**src/rtl/pipe_perf_pkg.sv**
```systemverilog
// Shared definitions for the pipeline performance monitor: FSM encoding,
// read-select codes and channel-count bounds.
package pipe_perf_pkg;

  // Monitor control states
  typedef enum logic [1:0] {
    PM_IDLE = 2'd0,
    PM_RUN  = 2'd1,
    PM_DONE = 2'd2
  } pm_state_e;

  // Largest number of event channels the read map can address
  localparam int PM_MAX_EVT = 16;

  // Read-select codes above the event-counter window
  localparam logic [4:0] PM_SEL_CYC = 5'd16;
  localparam logic [4:0] PM_SEL_OVF = 5'd17;

  // True when a select code addresses an event channel that exists
  function automatic logic pm_sel_is_evt(input logic [4:0] sel, input int num_evt);
    return ({27'd0, sel} < num_evt);
  endfunction

endpackage

```
**src/rtl/pipe_perf_monitor_sat_counter.sv**
```systemverilog
// Saturating up-counter with a sticky "increment dropped" flag.
// clr has priority over inc_en; at all-ones the value holds and the flag sets.
module sat_counter #(
  parameter int CNT_W = 32
) (
  input  logic             clk_i,
  input  logic             rst_i,
  input  logic             clr_i,
  input  logic             inc_en_i,
  output logic [CNT_W-1:0] value_o,
  output logic             ovf_o
);

  logic [CNT_W-1:0] value_d, value_q;
  logic             ovf_d, ovf_q;
  logic             at_max_s;

  // Next-state: clear, saturating increment, or hold
  always_comb begin
    at_max_s = &value_q;
    value_d  = value_q;
    ovf_d    = ovf_q;
    if (clr_i) begin
      value_d = {CNT_W{1'b0}};
      ovf_d   = 1'b0;
    end else if (inc_en_i) begin
      if (at_max_s) begin
        value_d = value_q;
        ovf_d   = 1'b1;
      end else begin
        value_d = value_q + CNT_W'(1);
        ovf_d   = ovf_q;
      end
    end else begin
      value_d = value_q;
      ovf_d   = ovf_q;
    end
  end

  // Counter and flag state
  always_ff @(posedge clk_i or posedge rst_i) begin
    if (rst_i) begin
      value_q <= {CNT_W{1'b0}};
      ovf_q   <= 1'b0;
    end else begin
      value_q <= value_d;
      ovf_q   <= ovf_d;
    end
  end

  assign value_o = value_q;
  assign ovf_o   = ovf_q;

endmodule

```
**src/rtl/pipe_perf_monitor.sv**
```systemverilog
// Per-cycle event monitor: NUM_EVT saturating event counters plus a cycle
// counter under IDLE/RUN/DONE control, with a 1-cycle-latency read port.
// Optional feature macro: PERF_MON_SNAPSHOT_EN adds snap_i and a shadow bank
// selected by rd_sel_i[5].
module pipe_perf_monitor
  import pipe_perf_pkg::*;
#(
  parameter int NUM_EVT   = 4,
  parameter int CNT_W     = 32,
  parameter int CYC_LIMIT = 30
) (
  input  logic               clk_i,
  input  logic               rst_i,
  input  logic               start_i,
  input  logic               clear_i,
  input  logic [NUM_EVT-1:0] event_i,
`ifdef PERF_MON_SNAPSHOT_EN
  input  logic               snap_i,
  input  logic [5:0]         rd_sel_i,
`else
  input  logic [4:0]         rd_sel_i,
`endif
  output logic [CNT_W-1:0]   rd_data_o,
  output logic [CNT_W-1:0]   cycle_o,
  output logic               running_o,
  output logic               done_o,
  output logic [NUM_EVT-1:0] ovf_o
);

  localparam logic             LIM_EN_C = (CYC_LIMIT != 0);
  localparam logic [CNT_W-1:0] LIMIT_C  = CNT_W'(CYC_LIMIT);

  pm_state_e state_d, state_q;
  logic      running_d, running_q;
  logic      done_d, done_q;

  logic                 cnt_en_s;
  logic                 limit_hit_s;
  logic [CNT_W-1:0]     evt_cnt_s [NUM_EVT];
  logic [NUM_EVT-1:0]   evt_ovf_s;
  logic [CNT_W-1:0]     cyc_cnt_s;
  logic                 cyc_sat_s;

  logic [4:0]           sel_idx_s;
  logic [CNT_W-1:0]     src_evt_s [NUM_EVT];
  logic [CNT_W-1:0]     src_cyc_s;
  logic [NUM_EVT-1:0]   src_ovf_s;
  logic [CNT_W-1:0]     rd_data_d, rd_data_q;

  // Counting happens on every edge that starts in RUN; clear wins inside the counters.
  assign cnt_en_s = (state_q == PM_RUN);

  // Once the cycle counter has saturated, cyc+1 wraps and must not look like the limit.
  assign limit_hit_s = LIM_EN_C && !cyc_sat_s && ((cyc_cnt_s + CNT_W'(1)) == LIMIT_C);

  genvar g;
  generate
    for (g = 0; g < NUM_EVT; g++) begin : g_evt
      sat_counter #(.CNT_W(CNT_W)) u_evt_cnt (
        .clk_i    (clk_i),
        .rst_i    (rst_i),
        .clr_i    (clear_i),
        .inc_en_i (cnt_en_s & event_i[g]),
        .value_o  (evt_cnt_s[g]),
        .ovf_o    (evt_ovf_s[g])
      );
    end
  endgenerate

  sat_counter #(.CNT_W(CNT_W)) u_cyc_cnt (
    .clk_i    (clk_i),
    .rst_i    (rst_i),
    .clr_i    (clear_i),
    .inc_en_i (cnt_en_s),
    .value_o  (cyc_cnt_s),
    .ovf_o    (cyc_sat_s)
  );

  // FSM next state; clear beats limit beats start
  always_comb begin
    state_d = state_q;
    if (clear_i) begin
      state_d = PM_IDLE;
    end else begin
      case (state_q)
        PM_IDLE: begin
          if (start_i) state_d = PM_RUN;
          else         state_d = PM_IDLE;
        end
        PM_RUN: begin
          if (limit_hit_s)   state_d = PM_DONE;
          else if (!start_i) state_d = PM_IDLE;
          else               state_d = PM_RUN;
        end
        PM_DONE: state_d = PM_DONE;
        default: state_d = PM_IDLE;
      endcase
    end
    running_d = (state_d == PM_RUN);
    done_d    = (state_d == PM_DONE);
  end

  // FSM state and its registered status outputs
  always_ff @(posedge clk_i or posedge rst_i) begin
    if (rst_i) begin
      state_q   <= PM_IDLE;
      running_q <= 1'b0;
      done_q    <= 1'b0;
    end else begin
      state_q   <= state_d;
      running_q <= running_d;
      done_q    <= done_d;
    end
  end

  assign sel_idx_s = rd_sel_i[4:0];

`ifdef PERF_MON_SNAPSHOT_EN
  // The copy lands one edge after snap_i, taking the counters' post-snap-edge
  // values; in that gap a shadow read is served from the live counters.
  logic               snap_pend_q;
  logic [CNT_W-1:0]   shd_evt_d [NUM_EVT];
  logic [CNT_W-1:0]   shd_evt_q [NUM_EVT];
  logic [CNT_W-1:0]   shd_cyc_d, shd_cyc_q;
  logic [NUM_EVT-1:0] shd_ovf_d, shd_ovf_q;

  // Shadow bank next state: capture the live bank while a copy is pending
  always_comb begin
    for (int k = 0; k < NUM_EVT; k++) begin
      shd_evt_d[k] = snap_pend_q ? evt_cnt_s[k] : shd_evt_q[k];
    end
    shd_cyc_d = snap_pend_q ? cyc_cnt_s : shd_cyc_q;
    shd_ovf_d = snap_pend_q ? evt_ovf_s : shd_ovf_q;
  end

  // Shadow bank state; cleared by reset only
  always_ff @(posedge clk_i or posedge rst_i) begin
    if (rst_i) begin
      snap_pend_q <= 1'b0;
      for (int k = 0; k < NUM_EVT; k++) shd_evt_q[k] <= {CNT_W{1'b0}};
      shd_cyc_q   <= {CNT_W{1'b0}};
      shd_ovf_q   <= {NUM_EVT{1'b0}};
    end else begin
      snap_pend_q <= snap_i;
      for (int k = 0; k < NUM_EVT; k++) shd_evt_q[k] <= shd_evt_d[k];
      shd_cyc_q   <= shd_cyc_d;
      shd_ovf_q   <= shd_ovf_d;
    end
  end

  // Read source: shadow bank (or its pending copy) when rd_sel_i[5] is set
  always_comb begin
    if (rd_sel_i[5] && !snap_pend_q) begin
      for (int k = 0; k < NUM_EVT; k++) src_evt_s[k] = shd_evt_q[k];
      src_cyc_s = shd_cyc_q;
      src_ovf_s = shd_ovf_q;
    end else begin
      for (int k = 0; k < NUM_EVT; k++) src_evt_s[k] = evt_cnt_s[k];
      src_cyc_s = cyc_cnt_s;
      src_ovf_s = evt_ovf_s;
    end
  end
`else
  // Read source: live counters only
  always_comb begin
    for (int k = 0; k < NUM_EVT; k++) src_evt_s[k] = evt_cnt_s[k];
    src_cyc_s = cyc_cnt_s;
    src_ovf_s = evt_ovf_s;
  end
`endif

  // Read mux; unmapped selects return zero, flags are zero-extended
  always_comb begin
    rd_data_d = {CNT_W{1'b0}};
    if (sel_idx_s == PM_SEL_CYC) begin
      rd_data_d = src_cyc_s;
    end else if (sel_idx_s == PM_SEL_OVF) begin
      rd_data_d = CNT_W'(src_ovf_s);
    end else if (pm_sel_is_evt(sel_idx_s, NUM_EVT)) begin
      for (int k = 0; k < NUM_EVT; k++) begin
        rd_data_d = (sel_idx_s == 5'(k)) ? src_evt_s[k] : rd_data_d;
      end
    end else begin
      rd_data_d = {CNT_W{1'b0}};
    end
  end

  // Registered read data, one cycle behind the select
  always_ff @(posedge clk_i or posedge rst_i) begin
    if (rst_i) rd_data_q <= {CNT_W{1'b0}};
    else       rd_data_q <= rd_data_d;
  end

  assign rd_data_o = rd_data_q;
  assign cycle_o   = cyc_cnt_s;
  assign running_o = running_q;
  assign done_o    = done_q;
  assign ovf_o     = evt_ovf_s;

endmodule
```
**config.mk**
```make
export PLATFORM = sky130hd
export DESIGN_NAME = pipe_perf_monitor
export DESIGN_NICKNAME = d
export VERILOG_FILES = /design/src/rtl/pipe_perf_pkg.sv /design/src/rtl/pipe_perf_monitor_sat_counter.sv /design/src/rtl/pipe_perf_monitor.sv
export SDC_FILE = /design/constraint.sdc
export NUM_CORES = 1
export LEC_CHECK = 0
export BUFFER_PORTS_ARGS = -buffer_cell sky130_fd_sc_hd__buf_4
export CORE_UTILIZATION = 63
export CTS_BUF_LIST = sky130_fd_sc_hd__clkbuf_4 sky130_fd_sc_hd__clkbuf_8
export DETAILED_ROUTE_END_ITERATION = 7
export MAX_ROUTING_LAYER = met4
export PLACE_DENSITY = 0.82
export SYNTH_ARGS = -nofsm -noshare
export SYNTH_HDL_FRONTEND = slang
export SYNTH_SLANG_ARGS = --single-unit
```
**constraint.sdc**
```tcl
create_clock -name clk_i -period 8.5 [get_ports clk_i]
set_clock_uncertainty 0.05 [all_clocks]
set_input_delay 0.85 -clock clk_i [delete_from_list [all_inputs] [get_ports clk_i]]
set_output_delay 0.85 -clock clk_i [all_outputs]
set_load 0.005 [all_outputs]
```
# After elaboration in Yosys (flattened, before gate mapping)
# Cells that the tools add are included.
[totals]
ff_bits = 201
in_bits = 13
out_inout_bits = 70
wordCells = 109
[op_classes]
addsub = 5
order_cmp = 1
eq_ne = 15
muxes = 41
n_bitwise = 4
n_reduce_logical = 29
[op_table]
columns = ["operator", "count"]
rows = [
  ["$mux W32", 22],
  ["$add A32 B1 Y32 const B", 5],
  ["$reduce_and A32 Y1", 5],
  ["$eq A32 B5 Y1 const B", 1],
  ["$reduce_and A2 Y1", 10],
  ["$reduce_bool A2 Y1", 10],
  ["$mux W1", 16],
  ["$eq A5 B2 Y1 const B", 2],
  ["$eq A5 B5 Y1 const B", 2],
  ["$ne A2 B2 Y1 const B", 5],
  ["$pmux W2 S3", 1],
  ["$eq A5 B1 Y1 const B", 1],
  ["$logic_not A5 Y1", 1],
  ["$lt A5 B3 Y1 const B", 1],
  ["$and A1 B1 Y1", 4],
  ["$eq A2 B1 Y1 const B", 2],
  ["$eq A2 B2 Y1 const B", 2],
  ["$mux W2", 2],
  ["$logic_not A2 Y1", 1],
  ["$logic_and A1 B1 Y1", 1],
  ["$logic_not A1 Y1", 1],
]

# Depth between registers and ports, before layout
# Gate-level depths: netlist (run 1).
[logic_depth]
ltp_word = 8
depth_mapped = 11
mapped_depth_nobuf = 8

# Modules after synthesis
# A second synthesis (run 1) with hierarchy kept.
[hier_totals]
cells_unflattened = 1240
hier_area_um2 = 12122.9
[modules_own_cells]
columns = ["module", "n_inst", "cells_each", "area_each_um2", "seq_area_each_um2"]
rows = [
  ["sat_counter", 5, 207, 1914.3, 825.8],
  ["pipe_perf_monitor", 1, 205, 2551.2, 900.9],
]

# Worst setup path after synthesis (run 1)
# No wires, ideal clock.
[synth_timing]
kind = "flip-flop to flip-flop"
from = "register u_cyc_cnt.value_q[0] (netlist: u_cyc_cnt.value_o[0])"
to = "register done_q (netlist: done_o)"
setup_time_ns = 0.095
arrival_ns = 2.540
t_required_ns = 8.355
path_slack_ns = 5.814
stages_incl_launch_ff = 9
path_buffers = 0
period_less_slack_ns = 2.686
cell_sequence = "dfrtp_1 -> ha_1 -> and4_4 -> nand4_4 -> or4b_1 -> a211oi_2 -> nand4_1 -> or4_4 -> o31ai_1"
[synth_via]
elab_chain_len = 7
[synth_rtl]
columns = ["item", "line_no", "text"]
rows = [
  ["start: declaration", "pipe_perf_monitor_sat_counter.sv:14", "logic [CNT_W-1:0] value_d, value_q;"],
  ["start signal: assignment", "pipe_perf_monitor_sat_counter.sv:43", "value_q <= {CNT_W{1'b0}};"],
  ["start signal: assignment", "pipe_perf_monitor_sat_counter.sv:46", "value_q <= value_d;"],
  ["$add A32 B1 Y32", "pipe_perf_monitor.sv:54", "assign limit_hit_s = LIM_EN_C && !cyc_sat_s && ((cyc_cnt_s + CNT_W'(1)) == LIMIT_C);"],
  ["$eq A32 B5 Y1", "pipe_perf_monitor.sv:54", ""],
  ["$logic_and A1 B1 Y1", "pipe_perf_monitor.sv:54", ""],
  ["$mux W2", "pipe_perf_monitor.sv:91", "if (limit_hit_s) state_d = PM_DONE;"],
  ["$pmux W2 S3", "pipe_perf_monitor.sv:85", "case (state_q)"],
  ["$mux W2", "pipe_perf_monitor.sv:82", "if (clear_i) begin"],
  ["$eq A2 B2 Y1", "pipe_perf_monitor.sv:100", "done_d = (state_d == PM_DONE);"],
  ["net done_d", "pipe_perf_monitor.sv:35", "logic done_d, done_q;"],
  ["end signal: assignment", "pipe_perf_monitor.sv:112", "done_q <= done_d;"],
  ["end: declaration", "pipe_perf_monitor.sv:35", ""],
]
# The timed path passes the listed nets, and every way through them passes these cells.
# A chain may end at the register's enable or synchronous reset.

# Worst setup path in the final report (run 1)
[layout_timing]
from = "register u_cyc_cnt.value_q[0] (netlist: u_cyc_cnt.value_o[0])"
to = "register state_q[0]"
[layout_via]
elab_chain_len = 6
[layout_rtl]
columns = ["item", "line_no", "text"]
rows = [
  ["$add A32 B1 Y32", "pipe_perf_monitor.sv:54", ""],
  ["$eq A32 B5 Y1", "pipe_perf_monitor.sv:54", ""],
  ["$logic_and A1 B1 Y1", "pipe_perf_monitor.sv:54", ""],
  ["$mux W2", "pipe_perf_monitor.sv:91", ""],
  ["$pmux W2 S3", "pipe_perf_monitor.sv:85", ""],
  ["$mux W2", "pipe_perf_monitor.sv:82", ""],
  ["net state_d[0]", "pipe_perf_monitor.sv:33", "pm_state_e state_d, state_q;"],
  ["end signal: assignment", "pipe_perf_monitor.sv:110", "state_q <= state_d;"],
  ["end: declaration", "pipe_perf_monitor.sv:33", ""],
]
# The timed path passes the listed nets, and every way through them passes these cells.

==> impl_metrics.csv, run 1 <==
group,metric,value,unit
cts,insertion_delay,0.52,ns
floorplanning,core.rowCount,48,
grt,antenna_found_initial,0,
outcome,status,"finished, final reports clean",
cells_and_area,final_nets,1250,
floorplanning,die_h,136.0,um
critical_path,cp-end-kind,"flip-flop",
critical_path,rr_worst_depth,8,
placed_design,place_congestion,0.9698,
synthesis,async_reset_ff_share,100.0,%
timing,finalSetupViolations,0,
cts,cts.clk_slew.worst_paths,0.07,ns
floorplanning,io_pins,83,
synthesis,synth_edf_count,0,
floorplanning,dieArea,0.01850,mm2
grt,grt_usage,34.65,%
drt,wl_per_cell,20.10,um
cts,cts_num_sinks,201,
timing,holdWs,0.4644,ns
cells_and_area,diodes,0,
placed_design,post_dp_cell_area,0.01195,mm2
cts,cts_buffers,35,
synthesis,synth_flop_cell,"dfrtp_1",
cells_and_area,finalInstanceArea,0.01271,mm2
drt,drt_pass1_iterations,7,
timing,worst_pin_slew,0.9844,ns
drt,num_vias,9559,
pwr,ir_worst_vdd,0.1369,mV
critical_path,endpoint,"state_q[0]$_DFF_PP0_",
synthesis,synth_area,0.01131,mm2
flow_run,maxCapViolations,0,
grt,overflow,0,
cells_and_area,area_delta_synth_final,12.39,%
timing,tns,0,ns
critical_path,critical_path_arrival,3.78,ns
cts,cts_buffer_depth,3,
synthesis,seq_area_frac_synth,44.46,%
cts,cts_setup_buffers,0,
synthesis,yosys_warnings,0,
grt,grt_pass1_wl,47820,um
pwr,p_leak,0.005348,uW
critical_path,reg2reg_setup_slack,5.06,ns
drt,avgViaCountPerCell,6.463,
critical_path,startpoint_type,"flip-flop",
placed_design,io_buffers,82,
critical_path,crit_start,"u_cyc_cnt.value_o[0]$_DFFE_PP0P_",
drt,ant_nets,0,
cts,cts_resized,0,
synthesis,avgSynthCellArea,9.637,um2
critical_path,worstPathRequired,8.84,ns
grt,grt_start_max_net_pins,137,
cts,cts_hold_buf,0,
critical_path,rr_startpoint,"u_cyc_cnt.value_o[0]$_DFFE_PP0P_",
floorplanning,die_w,136.0,um
timing,hold_viol,0,
cells_and_area,finalCoreUtilization,73.00,%
grt,grt_pass1_vias,9155,
synthesis,synthCells,1174,
drt,drt_iter0_markers,871,
timing,fmax,0.2904,GHz
pwr,powerDensity,157.9,mW/mm2
cts,cts_tree,"done",
timing,maxSlewViolCount,0,
floorplanning,start_util,64.96,%
drt,drc,0,
cts,root_buffer,"clkbuf_8",
critical_path,critPathMaxFanout,7,
timing,rsz0062_at_grt,"false",
timing,min_period,3.443,ns
synthesis,ys_ff_latch,201,
critical_path,critPathKind,"flip-flop to flip-flop",
synthesis,syn-num-nets,1193,
timing,timing.final.crit_share,40.51,%
cells_and_area,drive_above_1_share,16.19,%
placed_design,dp_hpwl,20900,um
hold_path,hp-class,"input port to flip-flop",
floorplanning,core,0.01742,mm2
critical_path,r2r_end,"state_q[0]$_DFF_PP0_",
cts,htreeDepth,2,
drt,drt-total-wl,29720,um
timing,maxSlewHeadroom,33.45,%
synthesis,synth_cell_types,64,
cells_and_area,fillCellCount,1269,
## critical path, stage by stage, from the launching register on
cell and delay (ns):
dfrtp_1 0.49, ha_1 0.34, nand4_2 0.24, nor4_1 0.86
o21ai_0 0.23, a211oi_1 0.31, nand4_1 0.26, nor4_1 0.46
nor2_1 0.09
## routing by layer
metal | routed length, um | GRT usage [%] | part of all wire, %
met5 | 0 | - | 0
met4 | 1194 | 14.63 | 4.0
met3 | 2787 | 6.488 | 9.4
met2 | 13870 | 52.14 | 47
met1 | 11870 | 46.16 | 40
## placed cells by master (no fill, tap or decap), types with 7 or more instances in the layout
master | netlist | routed
a22o_1 | 26 | 26
buf_4 | 12 | 89
clkbuf_8 | 0 | 44
nor2_1 | 195 | 195
xor2_1 | 69 | 69
or4_1 | 9 | 9
clkbuf_4 | 0 | 9
inv_1 | 28 | 27
o21ai_0 | 19 | 19
a21oi_1 | 27 | 27
nor4_1 | 25 | 25
and3_1 | 22 | 22
nand2_1 | 75 | 75
or3_1 | 16 | 16
nand4_1 | 43 | 43
and4_1 | 22 | 22
mux2i_1 | 7 | 7
mux4_2 | 31 | 31
xnor2_1 | 77 | 77
dfrtp_1 | 201 | 201
and2_1 | 11 | 11
nor3_1 | 42 | 41
nand3_1 | 68 | 68
## cells by family after synthesis
| group | share of synthesized area [%] |
|---|---|
| compound gates | 7.310 |
| simple gates | 25.68 |
| fa+ha+maj | 0.6636 |
| xor+xnor | 11.30 |
| buf+inv | 3.793 |
| mux | 6.791 |
| flops | 44.46 |
## worst min-delay path by stage
stage                                            from                          end  slack, ns  cells past startpoint
after floorplan           u_cyc_cnt.ovf_o$_DFFE_PP0P_  u_cyc_cnt.ovf_o$_DFFE_PP0P_       0.40                      2
after global placement    u_cyc_cnt.ovf_o$_DFFE_PP0P_  u_cyc_cnt.ovf_o$_DFFE_PP0P_       0.44                      2
after detailed placement  u_cyc_cnt.ovf_o$_DFFE_PP0P_  u_cyc_cnt.ovf_o$_DFFE_PP0P_       0.47                      2
after CTS                                 rd_sel_i[2]      rd_data_o[30]$_DFF_PP0_       0.45                      2
after global routing                      rd_sel_i[2]      rd_data_o[30]$_DFF_PP0_       0.45                      2
final                                     rd_sel_i[3]      rd_data_o[30]$_DFF_PP0_       0.46                      2
## metrics by stage
stage,instances,setup WS (ns),power [uW]
after detailed placement,1419,4.963,1069
after global placement,1419,5.021,1068
final,1479,5.057,2007
after floorplan,1174,2.118,1043
after CTS,1479,5.193,2022
after global routing,1479,5.049,2078
## power breakdown
group | internal (uW) | leakage, uW | switching (uW)
registers | 961 | 0.00280 | 6.39
logic | 22.2 | 0.00215 | 62.2
clock network | 565 | 0.000402 | 389
total | 1550 | 0.00535 | 458
## synth_stat cells (all sizes together), types with 3 or more instances
| library cell | count | area, um2 |
|---|---|---|
| and2 | 13 | 83.83 |
| or4 | 12 | 101.3 |
| mux4 | 31 | 698.2 |
| clkbuf | 47 | 176.4 |
| nor2b | 4 | 25.02 |
| nand3 | 69 | 357.8 |
| nor2 | 195 | 732.0 |
| a21oi | 27 | 135.1 |
| nor3 | 42 | 210.2 |
| dfrtp | 201 | 5030 |
| or3 | 16 | 100.1 |
| xor2 | 69 | 604.3 |
| nor3b | 3 | 22.52 |
| buf | 22 | 147.6 |
| o31a | 4 | 35.03 |
| xnor2 | 77 | 674.4 |
| or2 | 5 | 31.28 |
| ha | 6 | 75.07 |
| o22ai | 4 | 25.02 |
| a22o | 27 | 237.7 |
| mux2i | 7 | 70.07 |
| nand2 | 75 | 281.5 |
| inv | 28 | 105.1 |
| and4 | 23 | 203.9 |
| a31oi | 6 | 37.54 |
| a211oi | 7 | 57.55 |
| nor4b | 3 | 26.28 |
| nor4 | 26 | 168.9 |
| o31ai | 5 | 37.54 |
| nand4 | 46 | 324.1 |
| and3 | 24 | 152.6 |
| o21ai | 22 | 110.1 |
| a22oi | 4 | 30.03 |
| nand2b | 6 | 37.54 |
## registers in the layout, summed over array words and instances (netlist names)
name	cells
running_o	1
u_cyc_cnt.value_o	32
done_o	1
g_evt.u_evt_cnt.value_o	128
rd_data_o	32
g_evt.u_evt_cnt.ovf_o	4
state_q	2
u_cyc_cnt.ovf_o	1
## final cells by class
class	count	area, um2	area share (%)
clock inverter	7	87.58	0.6888
sequential	201	5030	39.56
tap	225	281.5	2.214
multi-input combinational	876	5862	46.10
clock buffer	53	673.1	5.294
inverter	28	112.6	0.8857
timing repair buffer	89	668.1	5.255
No activity file was read; power rests on OpenSTA's default activity.
==> run 2, diff against run 1 <==
Clock period 8.5 ns to 3.4 ns, I/O delays scaled along.
==> run 2 against run 1 <==
Combinational power rose to 2.7 times the previous value; clock power up 150%; final area is 1.5% higher; global-route usage rose by 1.4 points.
==> impl_metrics.csv, run 2 (synthesis gave the netlist of run 1 again) <==
group,metric,value,unit
outcome,status,"finished, final reports clean",
pwr,powerDensity,387.6,mW/mm2
cells_and_area,fillCellCount,1278,
timing,hold_viol,0,
floorplanning,core,0.01742,mm2
floorplanning,dieArea,0.01850,mm2
timing,fmax,0.3274,GHz
drt,ant_nets,0,
drt,drt-total-wl,31170,um
floorplanning,io_pins,83,
critical_path,critPathKind,"flip-flop to flip-flop",
critical_path,rr_startpoint,"u_cyc_cnt.value_o[0]$_DFFE_PP0P_",
grt,grt_pass1_wl,49060,um
placed_design,io_buffers,82,
floorplanning,die_h,136.0,um
cts,cts_buffers,35,
critical_path,critPathMaxFanout,7,
drt,drc,0,
timing,timing.final.crit_share,89.84,%
placed_design,place_congestion,0.9509,
timing,maxSlewHeadroom,41.93,%
cts,cts_num_sinks,201,
cells_and_area,area_delta_synth_final,14.05,%
timing,finalSetupViolations,0,
floorplanning,core.rowCount,48,
placed_design,dp_hpwl,22700,um
critical_path,crit_start,"u_cyc_cnt.value_o[0]$_DFFE_PP0P_",
critical_path,r2r_end,"state_q[1]$_DFF_PP0_",
critical_path,worstPathRequired,3.77,ns
drt,drt_pass1_iterations,5,
critical_path,startpoint_type,"flip-flop",
timing,min_period,3.055,ns
cells_and_area,finalInstanceArea,0.01290,mm2
drt,num_vias,9532,
cts,cts_resized,0,
drt,drt_iter0_markers,989,
drt,avgViaCountPerCell,6.355,
placed_design,post_dp_cell_area,0.01212,mm2
grt,grt_start_max_net_pins,65,
cts,htreeDepth,2,
cells_and_area,final_nets,1272,
grt,grt_pass1_vias,9235,
cells_and_area,diodes,0,
cts,insertion_delay,0.53,ns
cts,cts_setup_buffers,0,
floorplanning,start_util,64.96,%
cts,cts.clk_slew.worst_paths,0.06,ns
timing,tns,0,ns
critical_path,rr_worst_depth,8,
cts,root_buffer,"clkbuf_8",
cells_and_area,drive_above_1_share,17.33,%
grt,grt_usage,36.08,%
flow_run,maxCapViolations,0,
cts,cts_buffer_depth,3,
cells_and_area,largest_reg_flops,128,
cells_and_area,most-common-layout-cells,"dfrtp_1, nor2_1, buf_4",
drt,wl_per_cell,20.78,um
grt,antenna_found_initial,0,
critical_path,reg2reg_setup_slack,0.35,ns
timing,rsz0062_at_grt,"false",
timing,maxSlewViolCount,0,
timing,worst_pin_slew,0.8589,ns
pwr,ir_worst_vdd,0.5267,mV
cts,cts_tree,"done",
critical_path,cp-end-kind,"flip-flop",
floorplanning,die_w,136.0,um
critical_path,endpoint,"state_q[1]$_DFF_PP0_",
cells_and_area,final_common_cell,"dfrtp_1",
grt,overflow,0,
hold_path,hp-class,"input port to flip-flop",
critical_path,critical_path_arrival,3.43,ns
pwr,p_leak,0.005465,uW
-- run 2: changes by cell type in the layout (fill, tap and decap cells not counted), sizes merged --
cell and delta:
clkinv -2, dlygate4sd3 +3, inv -1, clkbuf +3
bufinv -1, buf +19
-- run 2: cell type report --
type	instances	area (um2)	share of cell area, %
flip-flops and latches	201	5030	38.98
clock inverters	3	40.04	0.3103
clock buffers	56	714.4	5.537
repair buffers	111	865.8	6.711
inverters	28	108.9	0.8437
multi-input cells	876	5862	45.43
well taps	225	281.5	2.182
-- run 2: per-stage QoR --
step | cells | worst slack, ns | total power, uW | hold slack, ns | util (%)
floorplan | 1174 | 0.4077 | 2607 | 0.3608 | -
global placement | 1438 | 0.4188 | 2683 | 0.4368 | 69.58
detailed placement | 1438 | 0.3443 | 2688 | 0.4571 | 69.58
CTS | 1500 | 0.3258 | 5040 | 0.02806 | 74.08
global route | 1500 | 0.1258 | 5159 | 0.06202 | 74.08
finish | 1500 | 0.3455 | 5001 | 0.04154 | 74.08
-- run 2: metal layers --
layer / share of wire, % / wire [um] / GRT usage, %
met4: 3.8 / 1200 / 15.74
met2: 48 / 14960 / 56.29
met1: 40 / 12520 / 47.01
met5: 0 / 0 / -
met3: 8.0 / 2499 / 5.369
-- run 2: critical path: stages, from the launching register on --
cell	delay, ns
dfrtp_1	0.44
ha_1	0.31
and4_4	0.29
nand4_4	0.12
or4b_1	0.52
a211oi_2	0.31
nand4_1	0.17
or4_4	0.52
o31ai_1	0.21
-- run 2: worst min path at each step --
stage                           start                           endpoint  slack (ns)  cells after the start
after floorplan           rd_sel_i[2]            rd_data_o[30]$_DFF_PP0_        0.36                      1
after global placement          rst_i  u_cyc_cnt.value_o[13]$_DFFE_PP0P_        0.44                      2
after detailed placement        rst_i  u_cyc_cnt.value_o[14]$_DFFE_PP0P_        0.46                      2
after CTS                     start_i                running_o$_DFF_PP0_        0.03                      3
after global routing          start_i                running_o$_DFF_PP0_        0.06                      3
final                         start_i                running_o$_DFF_PP0_        0.04                      3
-- run 2: power by group --
| group | switching (uW) | internal (uW) |
|---|---|---|
| sequential | 13.9 | 2400 |
| combinational | 162 | 66.9 |
| clock | 956 | 1400 |
| total | 1130 | 3870 |
-- run 2: what timing repair did --
action                                  in CTS  in global routing
endpoints found under the setup margin       0                  0
hold buffers                                 3                  0
hold endpoints to repair                    25                  0
